--- src/rtl/single_port_ram_ctrl.sv ---
// single_port_ram_ctrl: parametrised single-port synchronous RAM with byte-enable writes,
// selectable read-during-write behaviour, optional output register, read-valid strobe and a
// post-reset clear sequencer that zeroes the whole array.
//
// Ports:
//   clk_i      clock, all state on rising edge
//   rst_i      asynchronous reset, active-high (array contents untouched by reset itself)
//   en_i       access request, ignored while busy_o=1
//   we_i       1 = write, 0 = read
//   be_i       byte-lane write enables
//   addr_i     word address
//   data_i     write data
//   q_o        read data, holds until the next result
//   q_valid_o  one-cycle strobe, q_o carries a new result
//   busy_o     clear sequence in progress, accesses are dropped
module single_port_ram_ctrl #(
    parameter int unsigned DATA_WIDTH     = 32,
    parameter int unsigned ADDR_WIDTH     = 6,
    parameter int unsigned BYTE_WIDTH     = 8,
    parameter int unsigned READ_MODE      = 0,
    parameter int unsigned OUT_REG        = 1,
    parameter int unsigned CLEAR_ON_RESET = 1
) (
    input  logic                             clk_i,
    input  logic                             rst_i,
    input  logic                             en_i,
    input  logic                             we_i,
    input  logic [DATA_WIDTH/BYTE_WIDTH-1:0] be_i,
    input  logic [ADDR_WIDTH-1:0]            addr_i,
    input  logic [DATA_WIDTH-1:0]            data_i,
    output logic [DATA_WIDTH-1:0]            q_o,
    output logic                             q_valid_o,
    output logic                             busy_o
);

    localparam int unsigned NB    = DATA_WIDTH / BYTE_WIDTH;
    localparam int unsigned Depth = 1 << ADDR_WIDTH;

    typedef enum logic [0:0] {StClear, StIdle} state_e;

    localparam state_e ResetState = (CLEAR_ON_RESET != 0) ? StClear : StIdle;

    state_e                  state_q, state_d;
    logic [ADDR_WIDTH-1:0]   cnt_q, cnt_d;
    logic [DATA_WIDTH-1:0]   mem_q [Depth];

    logic                    busy;
    logic                    accept;
    logic                    clear_we;
    logic [DATA_WIDTH-1:0]   old_word;
    logic [DATA_WIDTH-1:0]   merged_word;

    logic                    s1_valid_q, s1_valid_d;
    logic [DATA_WIDTH-1:0]   s1_data_q, s1_data_d;

    // ---------------------------------------------------------------- clear sequencer FSM
    always_ff @(posedge clk_i or posedge rst_i) begin
        if (rst_i) begin
            state_q <= ResetState;
            cnt_q   <= '0;
        end else begin
            state_q <= state_d;
            cnt_q   <= cnt_d;
        end
    end

    always_comb begin
        state_d = state_q;
        cnt_d   = cnt_q;
        unique case (state_q)
            StClear: begin
                cnt_d = cnt_q + 1'b1;
                if (&cnt_q) begin
                    state_d = StIdle;
                end
            end
            StIdle: begin
                state_d = StIdle;
            end
            default: begin
                state_d = StIdle;
            end
        endcase
    end

    assign busy   = (state_q == StClear);
    assign busy_o = busy;

    // Reset gates array writes so asserting rst never disturbs stored contents.
    assign accept   = en_i & ~busy & ~rst_i;
    assign clear_we = busy & ~rst_i;

    // ---------------------------------------------------------------- array
    assign old_word = mem_q[addr_i];

    always_comb begin
        merged_word = old_word;
        for (int i = 0; i < NB; i++) begin
            if (be_i[i]) begin
                merged_word[i*BYTE_WIDTH +: BYTE_WIDTH] = data_i[i*BYTE_WIDTH +: BYTE_WIDTH];
            end
        end
    end

    always_ff @(posedge clk_i) begin
        if (clear_we) begin
            mem_q[cnt_q] <= '0;
        end else if (accept && we_i) begin
            for (int i = 0; i < NB; i++) begin
                if (be_i[i]) begin
                    mem_q[addr_i][i*BYTE_WIDTH +: BYTE_WIDTH] <=
                        data_i[i*BYTE_WIDTH +: BYTE_WIDTH];
                end
            end
        end
    end

    // ---------------------------------------------------------------- read stage
    // Data register only moves on a new result so q holds across idle cycles.
    always_comb begin
        s1_valid_d = 1'b0;
        s1_data_d  = s1_data_q;
        if (accept) begin
            if (!we_i) begin
                s1_valid_d = 1'b1;
                s1_data_d  = old_word;
            end else if (READ_MODE == 0) begin
                s1_valid_d = 1'b1;
                s1_data_d  = old_word;
            end else if (READ_MODE == 1) begin
                s1_valid_d = 1'b1;
                s1_data_d  = merged_word;
            end
        end
    end

    always_ff @(posedge clk_i or posedge rst_i) begin
        if (rst_i) begin
            s1_valid_q <= 1'b0;
            s1_data_q  <= '0;
        end else begin
            s1_valid_q <= s1_valid_d;
            s1_data_q  <= s1_data_d;
        end
    end

    // ---------------------------------------------------------------- optional output stage
    if (OUT_REG != 0) begin : g_out_reg
        logic                  q_valid_q;
        logic [DATA_WIDTH-1:0] q_q;

        always_ff @(posedge clk_i or posedge rst_i) begin
            if (rst_i) begin
                q_valid_q <= 1'b0;
                q_q       <= '0;
            end else begin
                q_valid_q <= s1_valid_q;
                if (s1_valid_q) begin
                    q_q <= s1_data_q;
                end
            end
        end

        assign q_o       = q_q;
        assign q_valid_o = q_valid_q;
    end else begin : g_no_out_reg
        assign q_o       = s1_data_q;
        assign q_valid_o = s1_valid_q;
    end

endmodule

--- config.mk ---
export PLATFORM = sky130hd
export DESIGN_NAME = single_port_ram_ctrl
export DESIGN_NICKNAME = d
export VERILOG_FILES = /design/src/rtl/single_port_ram_ctrl.sv
export SDC_FILE = /design/constraint.sdc
export NUM_CORES = 2
export LEC_CHECK = 0
export BUFFER_PORTS_ARGS = -buffer_cell sky130_fd_sc_hd__buf_2
export CORE_ASPECT_RATIO = 1.2
export CORE_MARGIN = 2
export CORE_UTILIZATION = 60
export DETAILED_ROUTE_END_ITERATION = 12
export MAX_ROUTING_LAYER = met4
export PLACE_DENSITY = 0.78
export SYNTH_ARGS = -nofsm -noshare
export SYNTH_HDL_FRONTEND = slang
export SYNTH_SLANG_ARGS = --single-unit
--- constraint.sdc ---
create_clock -name clk_i -period 4.8 [get_ports clk_i]
set_clock_uncertainty 0.2 [all_clocks]
set_input_delay 0.72 -clock clk_i [delete_from_list [all_inputs] [get_ports clk_i]]
set_output_delay 0.72 -clock clk_i [all_outputs]
set_load 0.02 [all_outputs]
==> impl_results.md <==
- Setup TNS: 0 ns
- Clk root buf: clkbuf_16
- Vias per cell: 6.53
- Status: completed
- Clk slew on worst S/H paths: around 0.06 ns
- Clock Sinks: 2,121
- Total Power: 36.0 mW
- Fraction of layout cells with a size suffix above 1: 0.177
- Initial Util: 0.604
- Clk buf depth: 3
- IO buf count: 79
- Ratio of final minimum period to clock period: 0.921
- Post-synth top cells: edfxtp_1, mux2i_1, nor2_1
- Largest family of logic cells by synthesized area: multiplexers
- Primary FF master, synth: edfxtp_1
- Post-synthesis mux area share: 0.153
- CP required: 5.04 ns
- Post-synth EDFFs: 2,048
- Slew HR: 0.102
- CTS tree: built
- Io pins: 80
- Initial antenna violation count: 8
- Synth Area in Compound Gates: 0.0344
- Die Y: between 400 and 500 µm
- Area grow syn2layout: 10.3%
- Crit path capture type: register
- Max-Cap Viols: 0
- CORE AREA: between 0.1 and 0.15 mm²
- Std cell rows: 149
- Die width: 343 µm
- CP Launch Type: input port
- Via count: ~41,000
- Clock latency on the worst-skew pair: 0.83 ns
- RePlAce Congestion: 0.867
- Post-Synth XOR/XNOR Area: 0.000528
- Net Count, Synth: 4,308
- Gr ovfl total: 0
- Post-synthesis sequential area ratio: 0.763
- Synthesis Warnings: 0
- Synth area leader: edfxtp_1
- Final number of hold-violating endpoints: 0
- Post-Synth Adder-Cell Area: 0.000151
- Total GRT Usage: 0.279
- Final ANT Viol Nets: 0
- LEAKAGE: 26.9 nW
- Syn avg cell area: between 15 and 20 µm²
- Yosys cell types: 35
- Iter 0 DRT Violations: 5,358
- P per Cell Area: 394 mW/mm²
- Max Slew Vio Count: 0
- Routed length per instance: between 20 and 30 µm
- RSZ-0062 raised after global routing: false
- Tmin final: 4.42 ns
- Critical Path AT: 4.66 ns
- Fill cell count: 8,501
- NumNets Final: 4,421
- Global-route wire length before repair: between 200 and 300 mm
- Drt pass-1 iters: 6
- Post-synth ARST share: 0.0344
- Worst Path Max Fanout: 19
- Post-synth top area share: 0.741
- Hpwl dp: around 110 mm
- Worst-Margin Slew: 1.35 ns
- Largest net degree at the start of global routing: 129
- Mapped cell area: 0.0830 mm²
- Fmax: roughly 230 MHz
- Number of buffers created by CTS: 187
- Core Util, Final: 0.666
- Worst VDD drop: just over 400 µV
- Full die area: 0.141 mm²
- DRC errors left: 0
- Setup violators final: 0
- WS Path Type: in2reg
- Post-synthesis simple-gate area fraction: 0.0310
- Hold/Removal Path Class: in2reg
- Post-synthesis cell count: ~4,300
- Synth Register Bits: between 2,000 and 2,500
- Vias in the first global route: 41,910
- Most frequent cell after synthesis: edfxtp_1
- Synth top area cells: edfxtp_1, mux2i_1, mux4_2, a22oi_1, dfrtp_1
- Clock H-tree levels: 4
- Routed wire length: 190 mm
-- layer usage --
metal  global-route usage  wire [µm]
met4               0.0992       6830
met3               0.0489      16800
met2                0.446      95200
met5                    -          0
met1                0.366      70700
-- worst paths after layout --
kind | endpoint | start | cells past startpoint | slack [ns]
worst max-delay path | mem_q[21][31]$_DFFE_PP_ | rst_i | 7 | 0.38
worst min-delay path | mem_q[58][3]$_DFFE_PP_ | data_i[3] | 2 | 0.13
worst max register to register | mem_q[21][31]$_DFFE_PP_ | state_q$_DFF_PP0_ | 5 | 0.70
worst min register to register | q_o[21]$_DFFE_PP0P_ | q_o[21]$_DFFE_PP0P_ | 1 | 0.30
max in group asynchronous | s1_data_q[3]$_DFFE_PP0N_ | rst_i | 4 | 2.87
min in group asynchronous | q_valid_o$_DFF_PP0_ | rst_i | 3 | 0.35
-- layout by cell type (no fill, tap or decap), types with 35 or more instances in the layout --
| cell type | netlist | routed |
|---|---|---|
| a22o_1 | 62 | 62 |
| mux4_2 | 256 | 256 |
| nand2_1 | 52 | 47 |
| buf_4 | 25 | 89 |
| mux2_2 | 35 | 35 |
| nand3_1 | 135 | 135 |
| clkbuf_16 | 0 | 194 |
| buf_2 | 91 | 76 |
| dfrtp_1 | 73 | 72 |
| mux2i_1 | 651 | 651 |
| a22oi_1 | 257 | 257 |
| clkbuf_1 | 86 | 41 |
| nor2_1 | 262 | 260 |
| edfxtp_1 | 2048 | 2048 |
-- per-stage QoR --
stage | std cells | worst slack [ns] | instance area (µm²) | hold slack (ns)
finish | 6351 | 0.380 | 91500 | 0.129
global route | 6351 | 0.290 | 91500 | 0.130
global placement | 5994 | 0.321 | 85200 | 0.292
detailed placement | 5994 | 0.272 | 85200 | 0.293
CTS | 6347 | 0.579 | 91400 | 0.0920
floorplan | 4261 | 1.62 | 83000 | 0.152
-- where the power goes --
part | internal, mW | switching (mW) | leakage [nW]
sequential | 20.0 | 0 | 16.1
combinational | 0.357 | 0.606 | 7.85
clock | 8.56 | 6.51 | 3.02
-- flip-flops by register name (all words and copies together) (netlist names) --
register,flops
state_q,1
s1_data_q,32
q_o,32
mem_q,2048
q_valid_o,1
cnt_q,6
s1_valid_q,1
-- critical path: stages --
cell,delay (ns)
dlygate4sd3_1,0.53
buf_2,0.16
nand3b_1,0.22
nor2_4,0.57
mux2i_1,0.88
nand2_1,0.74
nor2_1,0.81
-- final cells by class --
class,instances,area (µm²),area share
sequential,2121,63300,0.692
antenna,2,5.00,0.0000547
multi-input combinational,1876,18300,0.200
clock inverter,105,1000,0.0110
inverter,3,13.8,0.000150
timing repair buffer,185,1420,0.0156
clock buffer,247,5170,0.0566
tap,1812,2270,0.0248
-- kinds of logic (layout without fill, tap and decap cells) --
logic type,count (synthesis),in the layout
flops,2121,2121
simple gates,568,568
fa+ha+maj,1,1
buf+inv,264,540
other cells,0,2
compound gates,360,360
xor+xnor,5,5
mux,942,942
-- repair_timing --
item,in CTS,in global routing
hold endpoints to repair,34,0
hold buffers,1,0
gates resized for setup,0,0
buffers inserted,0,0
setup endpoints to repair,0,0
Note: power is estimated with default switching activity, not from simulation.
